--- src/rtl/spi_flash_loader_pkg.sv ---
// Shared definitions for the SPI flash loader: controller register map,
// flash opcode and the sequencer state encoding.
package spi_flash_loader_pkg;

    // Byte offsets of the SPI master controller registers.
    localparam logic [7:0] REG_DATA   = 8'h00;
    localparam logic [7:0] REG_STATUS = 8'h04;
    localparam logic [7:0] REG_CS     = 8'h08;
    localparam logic [7:0] REG_DIV    = 8'h10;

    localparam logic [7:0] FLASH_READ = 8'h03;
    localparam logic [7:0] DUMMY_TX   = 8'h00;

    typedef enum logic [3:0] {
        ST_IDLE,
        ST_DIV,
        ST_CSLO,
        ST_SEND,
        ST_POLL,
        ST_FETCH,
        ST_EMIT,
        ST_CSHI,
        ST_FIN
    } state_t;

    function automatic logic [31:0] reg_addr(input logic [31:0] base, input logic [7:0] off);
        return base + {24'h0, off};
    endfunction

endpackage

--- src/rtl/spi_wb_access.sv ---
// Single-transaction Wishbone master: launches one access when req is seen
// while the bus is idle and reports completion with a one-cycle ack_pulse.
module spi_wb_access (
    input  logic        clk,
    input  logic        reset,
    input  logic        req,
    input  logic        we,
    input  logic [31:0] adr,
    input  logic [31:0] wdat,
    output logic [31:0] rdat,
    output logic        ack_pulse,
    output logic [31:0] m_adr_o,
    output logic [31:0] m_dat_o,
    input  logic [31:0] m_dat_i,
    output logic [3:0]  m_sel_o,
    output logic        m_cyc_o,
    output logic        m_stb_o,
    output logic        m_we_o,
    input  logic        m_ack_i
);

    logic cyc_q;

    // The cycle after an ack always sees cyc_q low, so at least one idle
    // cycle separates accesses even when req stays high back-to-back.
    always_ff @(posedge clk) begin
        if (reset) begin
            cyc_q   <= 1'b0;
            m_we_o  <= 1'b0;
            m_adr_o <= 32'h0;
            m_dat_o <= 32'h0;
        end else if (cyc_q) begin
            if (m_ack_i) begin
                cyc_q  <= 1'b0;
                m_we_o <= 1'b0;
            end
        end else if (req) begin
            cyc_q   <= 1'b1;
            m_we_o  <= we;
            m_adr_o <= adr;
            m_dat_o <= we ? wdat : 32'h0;
        end
    end

    assign m_cyc_o   = cyc_q;
    assign m_stb_o   = cyc_q;
    assign m_sel_o   = 4'b1111;
    assign ack_pulse = cyc_q & m_ack_i;
    assign rdat      = m_dat_i;

endmodule

--- src/rtl/spi_flash_loader.sv ---
// Sequencer that reads a block of SPI flash through the Wishbone SPI master
// controller and streams the bytes out as little-endian 32-bit words.
module spi_flash_loader
    import spi_flash_loader_pkg::*;
#(
    parameter logic [31:0] SPI_BASE = 32'h0000_0000,
    parameter logic [7:0]  SCK_DIV  = 8'd3,
    parameter logic [7:0]  READ_CMD = FLASH_READ
) (
    input  logic        clk,
    input  logic        reset,
    input  logic        start,
    input  logic [23:0] flash_addr,
    input  logic [15:0] word_count,
    output logic        busy,
    output logic        done,
    output logic [31:0] m_adr_o,
    output logic [31:0] m_dat_o,
    input  logic [31:0] m_dat_i,
    output logic [3:0]  m_sel_o,
    output logic        m_cyc_o,
    output logic        m_stb_o,
    output logic        m_we_o,
    input  logic        m_ack_i,
    output logic [31:0] out_data,
    output logic        out_valid,
    input  logic        out_ready,
    output state_t      state_dbg
);

    state_t      state;
    logic [23:0] addr_q;
    logic [15:0] wc_q;
    logic [15:0] word_cnt;
    logic [17:0] byte_cnt;
    logic [1:0]  hdr_idx;
    logic        in_hdr;
    logic [23:0] pack;

    logic        acc_req;
    logic        acc_we;
    logic [7:0]  acc_off;
    logic [31:0] acc_wdat;
    logic [31:0] acc_rdat;
    logic        acc_ack;
    logic [7:0]  tx_byte;
    logic        last_word;
    logic        unused_rdat_hi;

    spi_wb_access u_access (
        .clk       (clk),
        .reset     (reset),
        .req       (acc_req),
        .we        (acc_we),
        .adr       (reg_addr(SPI_BASE, acc_off)),
        .wdat      (acc_wdat),
        .rdat      (acc_rdat),
        .ack_pulse (acc_ack),
        .m_adr_o   (m_adr_o),
        .m_dat_o   (m_dat_o),
        .m_dat_i   (m_dat_i),
        .m_sel_o   (m_sel_o),
        .m_cyc_o   (m_cyc_o),
        .m_stb_o   (m_stb_o),
        .m_we_o    (m_we_o),
        .m_ack_i   (m_ack_i)
    );

    // The controller only drives a byte onto DATA[7:0] and STATUS[0].
    assign unused_rdat_hi = ^acc_rdat[31:8];

    always_comb begin
        tx_byte = DUMMY_TX;
        if (in_hdr) begin
            case (hdr_idx)
                2'd0:    tx_byte = READ_CMD;
                2'd1:    tx_byte = addr_q[23:16];
                2'd2:    tx_byte = addr_q[15:8];
                default: tx_byte = addr_q[7:0];
            endcase
        end
    end

    // Each bus-facing state names exactly one register access; req is held
    // for the whole state and the access block retires it with acc_ack.
    always_comb begin
        acc_req  = 1'b0;
        acc_we   = 1'b0;
        acc_off  = REG_DATA;
        acc_wdat = 32'h0;
        case (state)
            ST_DIV: begin
                acc_req  = 1'b1;
                acc_we   = 1'b1;
                acc_off  = REG_DIV;
                acc_wdat = {24'h0, SCK_DIV};
            end
            ST_CSLO: begin
                acc_req  = 1'b1;
                acc_we   = 1'b1;
                acc_off  = REG_CS;
                acc_wdat = 32'h0;
            end
            ST_SEND: begin
                acc_req  = 1'b1;
                acc_we   = 1'b1;
                acc_off  = REG_DATA;
                acc_wdat = {24'h0, tx_byte};
            end
            ST_POLL: begin
                acc_req  = 1'b1;
                acc_off  = REG_STATUS;
            end
            ST_FETCH: begin
                acc_req  = 1'b1;
                acc_off  = REG_DATA;
            end
            ST_CSHI: begin
                acc_req  = 1'b1;
                acc_we   = 1'b1;
                acc_off  = REG_CS;
                acc_wdat = 32'h1;
            end
            default: ;
        endcase
    end

    assign last_word = ({1'b0, word_cnt} + 17'd1) == {1'b0, wc_q};

    // Output stream: a word transfers on any edge where out_valid and
    // out_ready are both high; once raised, out_valid and out_data hold
    // unchanged until that edge.
    always_ff @(posedge clk) begin
        if (reset) begin
            state     <= ST_IDLE;
            busy      <= 1'b0;
            done      <= 1'b0;
            out_valid <= 1'b0;
            out_data  <= 32'h0;
            addr_q    <= 24'h0;
            wc_q      <= 16'h0;
            word_cnt  <= 16'h0;
            byte_cnt  <= 18'h0;
            hdr_idx   <= 2'd0;
            in_hdr    <= 1'b0;
            pack      <= 24'h0;
        end else begin
            done <= 1'b0;
            case (state)
                ST_IDLE: begin
                    if (start) begin
                        addr_q   <= flash_addr;
                        wc_q     <= word_count;
                        word_cnt <= 16'h0;
                        byte_cnt <= 18'h0;
                        hdr_idx  <= 2'd0;
                        in_hdr   <= 1'b1;
                        if (word_count == 16'h0) begin
                            done <= 1'b1;
                        end else begin
                            busy  <= 1'b1;
                            state <= ST_DIV;
                        end
                    end
                end
                ST_DIV: begin
                    if (acc_ack) state <= ST_CSLO;
                end
                ST_CSLO: begin
                    if (acc_ack) state <= ST_SEND;
                end
                ST_SEND: begin
                    if (acc_ack) state <= ST_POLL;
                end
                ST_POLL: begin
                    if (acc_ack && !acc_rdat[0]) begin
                        if (in_hdr) begin
                            // Header replies are meaningless; go straight to the next byte.
                            hdr_idx <= hdr_idx + 2'd1;
                            if (hdr_idx == 2'd3) in_hdr <= 1'b0;
                            state <= ST_SEND;
                        end else begin
                            state <= ST_FETCH;
                        end
                    end
                end
                ST_FETCH: begin
                    if (acc_ack) begin
                        byte_cnt <= byte_cnt + 18'd1;
                        if (byte_cnt[1:0] == 2'd3) begin
                            out_data  <= {acc_rdat[7:0], pack};
                            out_valid <= 1'b1;
                            state     <= ST_EMIT;
                        end else begin
                            pack  <= {acc_rdat[7:0], pack[23:8]};
                            state <= ST_SEND;
                        end
                    end
                end
                ST_EMIT: begin
                    // CS stays low while the consumer stalls; SCK simply pauses.
                    if (out_ready) begin
                        out_valid <= 1'b0;
                        word_cnt  <= word_cnt + 16'd1;
                        state     <= last_word ? ST_CSHI : ST_SEND;
                    end
                end
                ST_CSHI: begin
                    if (acc_ack) begin
                        busy  <= 1'b0;
                        done  <= 1'b1;
                        state <= ST_FIN;
                    end
                end
                ST_FIN: begin
                    state <= ST_IDLE;
                end
                default: begin
                    state <= ST_IDLE;
                end
            endcase
        end
    end

    assign state_dbg = state;

endmodule

--- config.mk ---
export PLATFORM = sky130hd
export DESIGN_NAME = spi_flash_loader
export DESIGN_NICKNAME = d
export VERILOG_FILES = /design/src/rtl/spi_flash_loader_pkg.sv /design/src/rtl/spi_wb_access.sv /design/src/rtl/spi_flash_loader.sv
export SDC_FILE = /design/constraint.sdc
export NUM_CORES = 1
export LEC_CHECK = 0
export CAP_MARGIN = 20
export CORE_MARGIN = 2
export CORE_UTILIZATION = 48
export DETAILED_ROUTE_END_ITERATION = 8
export GPL_TIMING_DRIVEN = 0
export PLACE_DENSITY = 0.77
export RECOVER_POWER = 100
export SYNTH_ARGS = -nofsm -noshare
export SYNTH_HDL_FRONTEND = slang
export SYNTH_SLANG_ARGS = --single-unit
--- constraint.sdc ---
create_clock -name clk -period 2.5 [get_ports clk]
set_input_delay 0.75 -clock clk [delete_from_list [all_inputs] [get_ports clk]]
set_output_delay 0.75 -clock clk [all_outputs]
set_load 0.05 [all_outputs]
==> flow_results.xml, run 1 <==
<?xml version="1.0" encoding="UTF-8"?>
<metrics>
  <group name="critical_path">
    <metric name="arrival" unit="ps">1700</metric>
    <metric name="worst_path_dominant_cell_family" unit="">buffers and inverters</metric>
    <metric name="crit_chain" unit="">clkdlybuf4s50_1</metric>
    <metric name="reg2regPathDepth" unit="">9</metric>
    <metric name="path_max_fanout" unit="">6</metric>
    <metric name="startpoint_type" unit="">register</metric>
    <metric name="critical_path.n_buffers_inverters" unit="">1</metric>
    <metric name="cp-end-kind" unit="">output port</metric>
    <metric name="critPathRequiredTime" unit="ps">1750</metric>
    <metric name="critical_path_sink" unit="">state_dbg[2]</metric>
    <metric name="cp.depth" unit="">1</metric>
    <metric name="crit_path_start" unit="">state_dbg[2]</metric>
    <metric name="setup.reg_to_reg.worst_slack" unit="ps">200</metric>
    <metric name="timing.rr.start" unit="">state_dbg[3]</metric>
    <metric name="cp_slowest_cell" unit="">clkdlybuf4s50_1</metric>
    <metric name="cpPeakStageDelay" unit="ps">850</metric>
    <metric name="classification_of_the_worst_setup_path" unit="">register to output port</metric>
    <metric name="worstReg2RegEnd" unit="">pack[1]</metric>
  </group>
  <group name="clocking">
    <metric name="later_pin_clock_latency_in_the_skew_report" unit="ps">420</metric>
    <metric name="cts_htree_levels" unit="">4</metric>
    <metric name="tritoncts" unit="">yes</metric>
    <metric name="numCtsBuffers" unit="">17</metric>
    <metric name="clock-sinks" unit="">137</metric>
    <metric name="clkSlewWorstSetupHoldPaths" unit="ps">60</metric>
    <metric name="clk_path_buf_depth" unit="">2</metric>
    <metric name="root_buffer" unit="">clkbuf_16</metric>
  </group>
  <group name="global_route">
    <metric name="grt_antenna_before_repair" unit="">1</metric>
    <metric name="pin_count_of_the_biggest_net_entering_global_routing" unit="">17</metric>
    <metric name="first_global_vias" unit="">5414</metric>
    <metric name="grt-ovfl-total" unit="">0</metric>
    <metric name="globalRouteTotalUtil" unit="%">22.9</metric>
    <metric name="grt_pass1_wl" unit="um">26100</metric>
  </group>
  <group name="synthesis">
    <metric name="post_synth.cell_area_avg" unit="sq um">7.59</metric>
    <metric name="compound_gate_fraction_of_synth_area" unit="%">16.5</metric>
    <metric name="synth_enable_flop_cells" unit="">0</metric>
    <metric name="synth.area.mux_share" unit="%">0.651</metric>
    <metric name="synth_fa_ha_area_share" unit="%">1.18</metric>
    <metric name="netlist_instances" unit="">836</metric>
    <metric name="synth_seq_cells" unit="">137</metric>
    <metric name="synth_area" unit="sq mm">0.00635</metric>
    <metric name="main_combinational_cell_family_by_area_after_synthesis" unit="">simple AND/OR/NAND/NOR gates</metric>
    <metric name="synth_warnings" unit="">0</metric>
    <metric name="post_synthesis_xor_xnor_area_fraction" unit="%">2.90</metric>
    <metric name="synthFlopType" unit="">dfxtp_1</metric>
    <metric name="synth_sequential_area_ratio" unit="%">43.2</metric>
    <metric name="ys_async_sr_fraction" unit="%">0</metric>
    <metric name="share_of_synthesized_cell_area_in_and_or_nand_and_nor_gates" unit="%">24.8</metric>
    <metric name="synth_cell_type_count" unit="">49</metric>
  </group>
  <group name="detailed_routing">
    <metric name="routed_wl_met2" unit="um">7690</metric>
    <metric name="detail_route.wirelength.met1" unit="um">7260</metric>
    <metric name="drt-vias-per-instance" unit="">5.03</metric>
    <metric name="drt.antenna.violating_nets" unit="">0</metric>
    <metric name="post_drt_wl_per_cell" unit="um">13.4</metric>
    <metric name="wl_met3" unit="um">917</metric>
    <metric name="totalWireLength" unit="um">16200</metric>
    <metric name="via_count" unit="">6067</metric>
    <metric name="detail_route.iter0.violations" unit="">483</metric>
    <metric name="remaining_drc_errors" unit="">0</metric>
    <metric name="drt_pre_antenna_iters" unit="">4</metric>
    <metric name="top_layer" unit="">met4</metric>
  </group>
  <group name="floorplanning">
    <metric name="placement_rows" unit="">42</metric>
    <metric name="die_height" unit="um">119</metric>
    <metric name="die_footprint" unit="sq mm">0.0142</metric>
    <metric name="ioPinCount" unit="">187</metric>
    <metric name="initial_core_util" unit="%">48.5</metric>
    <metric name="chipWidth" unit="um">119</metric>
    <metric name="floorplan.core_area" unit="sq mm">0.0131</metric>
  </group>
  <group name="power">
    <metric name="p_switching" unit="uW">2220</metric>
    <metric name="totalPowerFinal" unit="uW">6760</metric>
    <metric name="comb_power_share" unit="%">25.2</metric>
    <metric name="vdd_ir_drop_max" unit="mV">0.427</metric>
    <metric name="cell_internal_pwr" unit="uW">4530</metric>
    <metric name="cellPowerDensity" unit="mW/mm^2">799</metric>
    <metric name="leak_pwr" unit="uW">0.00331</metric>
    <metric name="power.clock.fraction" unit="%">37.7</metric>
    <metric name="power.share.sequential" unit="%">37.1</metric>
    <metric name="switching_share" unit="%">32.9</metric>
  </group>
  <group name="timing">
    <metric name="total_of_endpoints_with_negative_setup_slack_in_the_final_report" unit="">0</metric>
    <metric name="tightest_slew" unit="ps">648</metric>
    <metric name="layout_worst_path_cycle_share" unit="%">98.0</metric>
    <metric name="finalWorstPathRequiredPeriod" unit="ps">2450</metric>
    <metric name="finalHoldWorstSlack" unit="ps">452</metric>
    <metric name="clock-skew-final" unit="ps">8.65</metric>
    <metric name="slew_headroom" unit="%">56.8</metric>
    <metric name="slew_violations" unit="">0</metric>
    <metric name="hold_viol" unit="">0</metric>
    <metric name="totalNegativeSetupSlack" unit="ps">0</metric>
    <metric name="timing_limited_maximum_frequency" unit="GHz">0.408</metric>
  </group>
  <group name="final_layout">
    <metric name="post-route-util" unit="%">64.7</metric>
    <metric name="layout.nets" unit="">1099</metric>
    <metric name="proportion_of_layout_cells_with_a_drive_suffix_above_1" unit="%">10.4</metric>
    <metric name="final_non_filler_cells" unit="">1206</metric>
    <metric name="syn_to_final_growth" unit="%">33.3</metric>
    <metric name="final.fill_count" unit="">1200</metric>
    <metric name="most_common_cell_after_layout_fill_and_taps_aside" unit="">nand2_1</metric>
    <metric name="mostFrequentLayoutCells" unit="">229 x nand2_1, 137 x dfxtp_1, 120 x a21oi_1, 57 x buf_4, 57 x conb_1</metric>
  </group>
  <group name="min_path">
    <metric name="hold_path.class" unit="">register to register</metric>
  </group>
  <group name="place">
    <metric name="hpwl" unit="um">11800</metric>
    <metric name="placement.io_buffers" unit="">105</metric>
    <metric name="gp_congestion" unit="">0.912</metric>
    <metric name="dpl.cell_count" unit="">1172</metric>
  </group>
  <group name="outcome">
    <metric name="run_status" unit="">completed</metric>
  </group>
  <group name="run">
    <metric name="drv_cap" unit="">0</metric>
  </group>
</metrics>
==> stage by stage <==
stage	area, sq um	setup WS, ps
floorplan	6550	297
global placement	7830	-417
detailed placement	7830	-479
CTS	8430	29.9
global route	8460	-3.15
finish	8460	49.3
==> state kept, by name (all words and copies together) (netlist names), 2 cells and up <==
name,cells
wc_q,16
addr_q,24
state_dbg,4
u_access.m_dat_o,8
byte_cnt,2
hdr_idx,2
pack,24
word_cnt,16
out_data,32
u_access.m_adr_o,3
==> kinds of logic (layout without fill, tap and decap cells) <==
| logic type | Yosys count | in the layout |
|---|---|---|
| buf+inv | 119 | 257 |
| flops | 137 | 137 |
| fa+ha+maj | 6 | 6 |
| other cells | 2 | 58 |
| xor+xnor | 21 | 21 |
| compound gates | 187 | 187 |
| simple gates | 360 | 360 |
| mux | 4 | 4 |
==> power by group through the flow <==
stage | clock network, uW | registers (uW) | logic, uW
finish | 2550 | 2510 | 1700
global placement | 0 | 2550 | 1690
CTS | 2590 | 2510 | 1710
global route | 2680 | 2530 | 1850
detailed placement | 0 | 2560 | 1700
floorplan | 0 | 2710 | 1070
==> metal layers <==
layer / global-route usage (%) / up-vias
li1: - / 3074
met5: 0 / -
met3: 4.60 / 29
met2: 37.9 / 218
met4: 9.38 / 0
met1: 29.3 / 2746
==> worst min-delay path by stage <==
stage | depth (start not counted) | endpoint | startpoint
after floorplan | 2 | addr_q[1] | addr_q[1]
after global placement | 2 | out_data[1] | pack[1]
after detailed placement | 2 | out_data[1] | pack[1]
after CTS | 2 | out_data[1] | pack[1]
after global routing | 2 | addr_q[19] | addr_q[19]
final | 2 | out_data[28] | out_data[28]
==> Yosys cell counts (2+ instances only) <==
| library cell | instances | area (sq um) |
|---|---|---|
| nand2_1 | 230 | 863 |
| conb_1 | 2 | 7.51 |
| buf_2 | 8 | 40.0 |
| a311oi_1 | 4 | 35.0 |
| buf_4 | 58 | 435 |
| clkbuf_1 | 49 | 184 |
| nand2b_1 | 7 | 43.8 |
| xor2_1 | 5 | 43.8 |
| or3_1 | 2 | 12.5 |
| nand3b_1 | 3 | 22.5 |
| o31ai_1 | 2 | 15.0 |
| ha_1 | 6 | 75.1 |
| o21ai_0 | 24 | 120 |
| and3_1 | 3 | 18.8 |
| nand4_1 | 7 | 43.8 |
| a31oi_1 | 6 | 37.5 |
| a21oi_1 | 120 | 601 |
| nor3_1 | 17 | 85.1 |
| nor2b_1 | 4 | 25.0 |
| o22ai_1 | 3 | 18.8 |
| and4_1 | 3 | 26.3 |
| nor4_1 | 10 | 62.6 |
| inv_1 | 3 | 11.3 |
| nand3_1 | 18 | 90.1 |
| a221oi_1 | 2 | 17.5 |
| a22oi_1 | 15 | 113 |
| a211oi_1 | 3 | 22.5 |
| dfxtp_1 | 137 | 2740 |
| xnor2_1 | 16 | 140 |
| mux2i_1 | 3 | 30.0 |
| nor2_1 | 45 | 169 |
| and2_1 | 4 | 25.0 |
==> timing repair <==
item / CTS / global route
pin swaps: 0 / 1
buffers inserted: 0 / 1
hold buffers: 0 / 0
gates cloned: 0 / 0
setup endpoints to repair: 15 / 76
gates resized for setup: 2 / 6
==> layout make-up <==
class / instances / area, sq um / share of cell area, %
inverters: 3 / 11.3 / 0.133
diodes: 1 / 2.50 / 0.0296
repair buffers: 106 / 1050 / 12.4
well taps: 176 / 220 / 2.60
plain buffers: 116 / 664 / 7.85
flip-flops and latches: 137 / 2740 / 32.4
clock buffers: 21 / 460 / 5.44
clock inverters: 11 / 145 / 1.71
multi-input cells: 635 / 3170 / 37.4
Note: power is estimated with default switching activity, not from simulation.
==> run 2, diff against run 1 <==
--- a/config.mk
+++ b/config.mk
@@ -7,5 +7,5 @@
 export LEC_CHECK = 0
 export CAP_MARGIN = 20
-export CORE_MARGIN = 2
+export CORE_MARGIN = 1.5
 export CORE_UTILIZATION = 48
 export DETAILED_ROUTE_END_ITERATION = 8
==> constraint.sdc (replaced) <==
create_clock -name clk -period 2.6 [get_ports clk]
set_input_delay 0.78 -clock clk [delete_from_list [all_inputs] [get_ports clk]]
set_output_delay 0.78 -clock clk [all_outputs]
set_load 0.02 [all_outputs]
==> run 2 against run 1 <==
  * Combinational power down 18%
  * Setup slack gained 140 ps
  * Cell count shrank 0.58%
  * Utilization increased by 1.6 points
  * Sequential share of layout area about the same
  * Clock power about the same
  * Sequential power fell by 4%
  * Clock-buffer cell count down 1
  * Non-clock buffer count shrank 1
  * Total power fell by 6.3%
  * Design area barely moved
  * Clock skew is 0.74 ps lower
==> flow_results.xml, run 2 (synthesis gave the netlist of run 1 again) <==
<?xml version="1.0" encoding="UTF-8"?>
<metrics>
  <group name="timing">
    <metric name="totalNegativeSetupSlack" unit="ps">0</metric>
    <metric name="grt_setup_unrepaired" unit="">no</metric>
    <metric name="hold_viol" unit="">0</metric>
    <metric name="clock-skew-final" unit="ps">7.92</metric>
    <metric name="tightest_slew" unit="ps">637</metric>
    <metric name="timing_limited_maximum_frequency" unit="GHz">0.414</metric>
    <metric name="layout_worst_path_cycle_share" unit="%">92.8</metric>
    <metric name="slew_headroom" unit="%">57.5</metric>
    <metric name="finalWorstPathRequiredPeriod" unit="ps">2410</metric>
    <metric name="total_of_endpoints_with_negative_setup_slack_in_the_final_report" unit="">0</metric>
    <metric name="slew_violations" unit="">0</metric>
  </group>
  <group name="global_route">
    <metric name="grt_antenna_before_repair" unit="">0</metric>
    <metric name="globalRouteTotalUtil" unit="%">23.2</metric>
    <metric name="grt_pass1_wl" unit="um">26000</metric>
    <metric name="first_global_vias" unit="">5221</metric>
    <metric name="pin_count_of_the_biggest_net_entering_global_routing" unit="">17</metric>
    <metric name="grt-ovfl-total" unit="">0</metric>
  </group>
  <group name="final_layout">
    <metric name="post-route-util" unit="%">66.3</metric>
    <metric name="largest_register" unit="">out_data</metric>
    <metric name="final_non_filler_cells" unit="">1199</metric>
    <metric name="top_regs" unit="">out_data: 32 flops, addr_q: 24 flops, pack: 24 flops</metric>
    <metric name="antenna_cells" unit="">0</metric>
    <metric name="mostFrequentLayoutCells" unit="">229 x nand2_1, 137 x dfxtp_1, 120 x a21oi_1, 58 x buf_4, 57 x conb_1</metric>
    <metric name="proportion_of_layout_cells_with_a_drive_suffix_above_1" unit="%">10.2</metric>
    <metric name="layout.nets" unit="">1098</metric>
    <metric name="syn_to_final_growth" unit="%">33.4</metric>
    <metric name="most_common_cell_after_layout_fill_and_taps_aside" unit="">nand2_1</metric>
    <metric name="final_design_area_no_fill" unit="sq mm">0.00847</metric>
    <metric name="largest_reg_flops" unit="">32</metric>
  </group>
  <group name="detailed_routing">
    <metric name="detail_route.iter0.violations" unit="">423</metric>
    <metric name="via_count" unit="">6049</metric>
    <metric name="totalWireLength" unit="um">16100</metric>
    <metric name="drt.antenna.violating_nets" unit="">0</metric>
    <metric name="drt-vias-per-instance" unit="">5.05</metric>
    <metric name="remaining_drc_errors" unit="">0</metric>
    <metric name="post_drt_wl_per_cell" unit="um">13.4</metric>
    <metric name="drt_pre_antenna_iters" unit="">7</metric>
  </group>
  <group name="min_path">
    <metric name="worst_hold_startpoint" unit="">out_data[12]</metric>
    <metric name="hold_path.class" unit="">register to register</metric>
    <metric name="hold_end" unit="">out_data[12]</metric>
    <metric name="hold_path_depth" unit="">2</metric>
  </group>
  <group name="clocking">
    <metric name="clk_path_buf_depth" unit="">2</metric>
    <metric name="cts_htree_levels" unit="">4</metric>
    <metric name="clock-sinks" unit="">137</metric>
    <metric name="later_pin_clock_latency_in_the_skew_report" unit="ps">420</metric>
    <metric name="numCtsBuffers" unit="">17</metric>
    <metric name="tritoncts" unit="">yes</metric>
    <metric name="post_cts_hold_buffer_count" unit="">0</metric>
    <metric name="clkSlewWorstSetupHoldPaths" unit="ps">60</metric>
    <metric name="postCtsSetupBuffers" unit="">0</metric>
    <metric name="root_buffer" unit="">clkbuf_16</metric>
  </group>
  <group name="critical_path">
    <metric name="reg2regPathDepth" unit="">7</metric>
    <metric name="cp-end-kind" unit="">output port</metric>
    <metric name="critPathRequiredTime" unit="ps">1820</metric>
    <metric name="path_max_fanout" unit="">6</metric>
    <metric name="setup.reg_to_reg.worst_slack" unit="ps">230</metric>
    <metric name="arrival" unit="ps">1630</metric>
    <metric name="startpoint_type" unit="">register</metric>
    <metric name="worstReg2RegEnd" unit="">state_dbg[2]</metric>
    <metric name="classification_of_the_worst_setup_path" unit="">register to output port</metric>
    <metric name="timing.rr.start" unit="">word_cnt[0]</metric>
  </group>
  <group name="power">
    <metric name="leak_pwr" unit="uW">0.00333</metric>
    <metric name="cellPowerDensity" unit="mW/mm^2">748</metric>
    <metric name="vdd_ir_drop_max" unit="mV">0.611</metric>
    <metric name="totalPowerFinal" unit="uW">6330</metric>
  </group>
  <group name="floorplanning">
    <metric name="die_height" unit="um">118</metric>
    <metric name="ioPinCount" unit="">187</metric>
    <metric name="placement_rows" unit="">41</metric>
    <metric name="floorplan.core_area" unit="sq mm">0.0128</metric>
    <metric name="die_footprint" unit="sq mm">0.0139</metric>
    <metric name="chipWidth" unit="um">118</metric>
    <metric name="initial_core_util" unit="%">49.7</metric>
  </group>
  <group name="place">
    <metric name="hpwl" unit="um">11700</metric>
    <metric name="dpl.cell_count" unit="">1168</metric>
    <metric name="placement.io_buffers" unit="">105</metric>
    <metric name="gp_congestion" unit="">0.915</metric>
    <metric name="placement.cell_area" unit="sq mm">0.00782</metric>
  </group>
  <group name="run">
    <metric name="drv_cap" unit="">0</metric>
  </group>
  <group name="outcome">
    <metric name="run_status" unit="">completed</metric>
  </group>
</metrics>
## run 2: layer usage
metal | GRT usage [%] | share of wire [%] | up-vias | wire [um]
met1 | 30.4 | 46 | 2703 | 7320
met3 | 4.94 | 6.3 | 26 | 1010
li1 | - | - | 3076 | -
met2 | 37.6 | 46 | 244 | 7410
met4 | 8.69 | 2.0 | 0 | 323
met5 | 0 | 0 | - | 0
## run 2: timing repair
item / CTS / global route
hold endpoints to repair: 0 / 0
gates resized for setup: 0 / 6
setup endpoints to repair: 0 / 62
## run 2: worst max-delay path by stage
| stage | startpoint | end | slack [ps] |
|---|---|---|---|
| after CTS | start | word_cnt[9] | 70 |
| after global routing | state_dbg[3] | pack[1] | 10 |
| after detailed placement | start | word_cnt[8] | -350 |
| final | u_access.m_cyc_o | m_stb_o | 190 |
| after floorplan | m_ack_i | out_data[11] | 570 |
| after global placement | start | word_cnt[3] | -360 |
## run 2: critical path: stages, from the launching register on
cell	delay, ps
dfxtp_1	420
buf_4	140
dlygate4sd3_1	660
## run 2: cell type report
cell class | instances | area (sq um)
inverter | 3 | 11.3
tap | 172 | 215
buffer | 116 | 664
timing repair buffer | 105 | 1050
multi-input combinational | 635 | 3160
clock buffer | 20 | 447
clock inverter | 11 | 171
fill | 1134 | 4310
sequential | 137 | 2740
## run 2: power breakdown
| part | internal [uW] | switching, uW |
|---|---|---|
| sequential | 2280 | 138 |
| clock | 1630 | 892 |
| combinational | 528 | 864 |
| total | 4430 | 1890 |
## run 2: metrics by stage
step	hold slack, ps	setup slack [ps]
after global routing	472	11.6
after floorplan	431	568
final	447	187
after CTS	454	73.5
after global placement	441	-357
after detailed placement	447	-352
==> run 3, diff against run 2 <==
CORE_UTILIZATION = 40   (was 48)
PLACE_DENSITY = 0.65   (was 0.77)
SLEW_MARGIN = 20   (was default)
==> run 3 against run 2 <==
  * Fmax fell by 0.62%
  * Non-clock buffer count did not move
  * Largest cell class unchanged
  * Highest routed layer unchanged
  * Sequential share of layout area barely moved
  * Sequential power is essentially flat
==> flow_results.xml, run 3 (synthesis gave the netlist of run 1 again) <==
<?xml version="1.0" encoding="UTF-8"?>
<metrics>
  <group name="outcome">
    <metric name="run_status" unit="">completed</metric>
  </group>
  <group name="critical_path">
    <metric name="setup.reg_to_reg.worst_slack" unit="ps">210</metric>
    <metric name="worstReg2RegEnd" unit="">word_cnt[7]</metric>
    <metric name="timing.rr.start" unit="">state_dbg[2]</metric>
    <metric name="critPathRequiredTime" unit="ps">1820</metric>
    <metric name="startpoint_type" unit="">register</metric>
    <metric name="critical_path_sink" unit="">m_stb_o</metric>
    <metric name="crit_path_start" unit="">u_access.m_cyc_o</metric>
    <metric name="classification_of_the_worst_setup_path" unit="">register to output port</metric>
    <metric name="cp-end-kind" unit="">output port</metric>
    <metric name="arrival" unit="ps">1650</metric>
    <metric name="reg2regPathDepth" unit="">6</metric>
    <metric name="path_max_fanout" unit="">6</metric>
  </group>
  <group name="floorplanning">
    <metric name="die_height" unit="um">129</metric>
    <metric name="chipWidth" unit="um">129</metric>
    <metric name="placement_rows" unit="">45</metric>
    <metric name="floorplan.core_area" unit="sq mm">0.0154</metric>
    <metric name="initial_core_util" unit="%">41.3</metric>
    <metric name="ioPinCount" unit="">187</metric>
    <metric name="die_footprint" unit="sq mm">0.0166</metric>
  </group>
  <group name="final_layout">
    <metric name="antenna_cells" unit="">0</metric>
    <metric name="final.fill_count" unit="">1532</metric>
    <metric name="regArea" unit="sq mm">0.00274</metric>
    <metric name="multi_input_comb_area" unit="sq mm">0.00316</metric>
    <metric name="layout.nets" unit="">1098</metric>
    <metric name="mostFrequentLayoutCells" unit="">230 x nand2_1, 137 x dfxtp_1, 120 x a21oi_1, 58 x buf_4, 57 x conb_1</metric>
    <metric name="largest_reg_flops" unit="">32</metric>
    <metric name="most_common_cell_after_layout_fill_and_taps_aside" unit="">nand2_1</metric>
    <metric name="top_regs" unit="">out_data: 32 flops, addr_q: 24 flops, pack: 24 flops</metric>
    <metric name="final_design_area_no_fill" unit="sq mm">0.00847</metric>
    <metric name="proportion_of_layout_cells_with_a_drive_suffix_above_1" unit="%">10.4</metric>
    <metric name="post-route-util" unit="%">55.1</metric>
    <metric name="largest_register" unit="">out_data</metric>
    <metric name="syn_to_final_growth" unit="%">33.5</metric>
  </group>
  <group name="clocking">
    <metric name="root_buffer" unit="">clkbuf_16</metric>
    <metric name="numCtsBuffers" unit="">17</metric>
    <metric name="tritoncts" unit="">yes</metric>
    <metric name="clkSlewWorstSetupHoldPaths" unit="ps">60</metric>
    <metric name="postCtsSetupBuffers" unit="">0</metric>
    <metric name="clock-sinks" unit="">137</metric>
    <metric name="clk_path_buf_depth" unit="">2</metric>
    <metric name="cts_htree_levels" unit="">4</metric>
    <metric name="later_pin_clock_latency_in_the_skew_report" unit="ps">430</metric>
  </group>
  <group name="power">
    <metric name="leak_pwr" unit="uW">0.00331</metric>
    <metric name="vdd_ir_drop_max" unit="mV">0.441</metric>
    <metric name="cellPowerDensity" unit="mW/mm^2">728</metric>
  </group>
  <group name="detailed_routing">
    <metric name="totalWireLength" unit="um">16500</metric>
    <metric name="detail_route.iter0.violations" unit="">374</metric>
    <metric name="drt_pre_antenna_iters" unit="">8</metric>
    <metric name="remaining_drc_errors" unit="">0</metric>
    <metric name="via_count" unit="">5900</metric>
    <metric name="drt.antenna.violating_nets" unit="">0</metric>
    <metric name="drt-vias-per-instance" unit="">4.76</metric>
    <metric name="post_drt_wl_per_cell" unit="um">13.3</metric>
  </group>
  <group name="place">
    <metric name="placement.io_buffers" unit="">105</metric>
    <metric name="hpwl" unit="um">12200</metric>
    <metric name="gp_congestion" unit="">0.897</metric>
    <metric name="placement.cell_area" unit="sq mm">0.00787</metric>
    <metric name="placement.setup.worst_slack" unit="ps">-409</metric>
  </group>
  <group name="timing">
    <metric name="slew_headroom" unit="%">58.1</metric>
    <metric name="final.setup.worst_slack" unit="ps">172</metric>
    <metric name="total_of_endpoints_with_negative_setup_slack_in_the_final_report" unit="">0</metric>
    <metric name="slew_violations" unit="">0</metric>
    <metric name="totalNegativeSetupSlack" unit="ps">0</metric>
    <metric name="grt_setup_unrepaired" unit="">no</metric>
    <metric name="tightest_slew" unit="ps">629</metric>
    <metric name="clock-skew-final" unit="ps">8.97</metric>
    <metric name="layout_worst_path_cycle_share" unit="%">93.4</metric>
    <metric name="timing_limited_maximum_frequency" unit="GHz">0.412</metric>
    <metric name="hold_viol" unit="">0</metric>
    <metric name="finalHoldWorstSlack" unit="ps">448</metric>
    <metric name="finalWorstPathRequiredPeriod" unit="ps">2430</metric>
  </group>
  <group name="global_route">
    <metric name="pin_count_of_the_biggest_net_entering_global_routing" unit="">17</metric>
    <metric name="globalRouteTotalUtil" unit="%">20.0</metric>
    <metric name="grt_antenna_before_repair" unit="">0</metric>
    <metric name="grt-ovfl-total" unit="">0</metric>
    <metric name="grt_pass1_wl" unit="um">26000</metric>
    <metric name="first_global_vias" unit="">5108</metric>
  </group>
  <group name="min_path">
    <metric name="hold_path.class" unit="">register to register</metric>
    <metric name="worst_hold_startpoint" unit="">out_data[11]</metric>
  </group>
  <group name="run">
    <metric name="drv_cap" unit="">0</metric>
  </group>
</metrics>
run 3: worst min-delay path by stage:
| stage | cells after the start | slack (ps) | to |
|---|---|---|---|
| final | 2 | 450 | out_data[11] |
| after global routing | 2 | 470 | out_data[27] |
| after CTS | 2 | 450 | out_data[27] |
| after detailed placement | 2 | 450 | out_data[27] |
| after global placement | 2 | 440 | out_data[22] |
| after floorplan | 2 | 430 | addr_q[1] |
run 3: final cells by class:
type	instances	area share (%)
clock buffers	18	5.06
flip-flops and latches	137	32.4
inverters	3	0.133
plain buffers	116	7.84
repair buffers	105	12.4
clock inverters	14	1.74
well taps	211	3.12
multi-input cells	635	37.3
run 3: per-stage QoR:
| step | total power (uW) | instances |
|---|---|---|
| 2_1_floorplan | 3390 | 891 |
| 3_5_place_dp | 3860 | 1207 |
| 4_1_cts | 6220 | 1239 |
| 6_report | 6170 | 1239 |
| 3_3_place_gp | 3860 | 1207 |
| 5_1_grt | 6470 | 1239 |
run 3: worst max-delay path, stage by stage, from the launching register on:
cell,delay (ps)
dfxtp_1,430
buf_4,140
dlygate4sd3_1,660
run 3: timing repair:
item | 4_1_cts | 5_1_grt
setup endpoints to repair | 0 | 89
hold endpoints to repair | 0 | 0
hold buffers | 0 | 0
gates resized for setup | 0 | 5
run 3: power breakdown:
part	internal, uW	leakage, uW	switching [uW]
Sequential	2280	0.00111	132
Clock	1410	0.000281	950
Combinational	528	0.00192	868
run 3: layer usage:
metal	routed length (um)	GRT usage (%)
met5	0	0
met4	215	6.54
met3	757	4.53
met2	7430	31.5
met1	8130	27.2
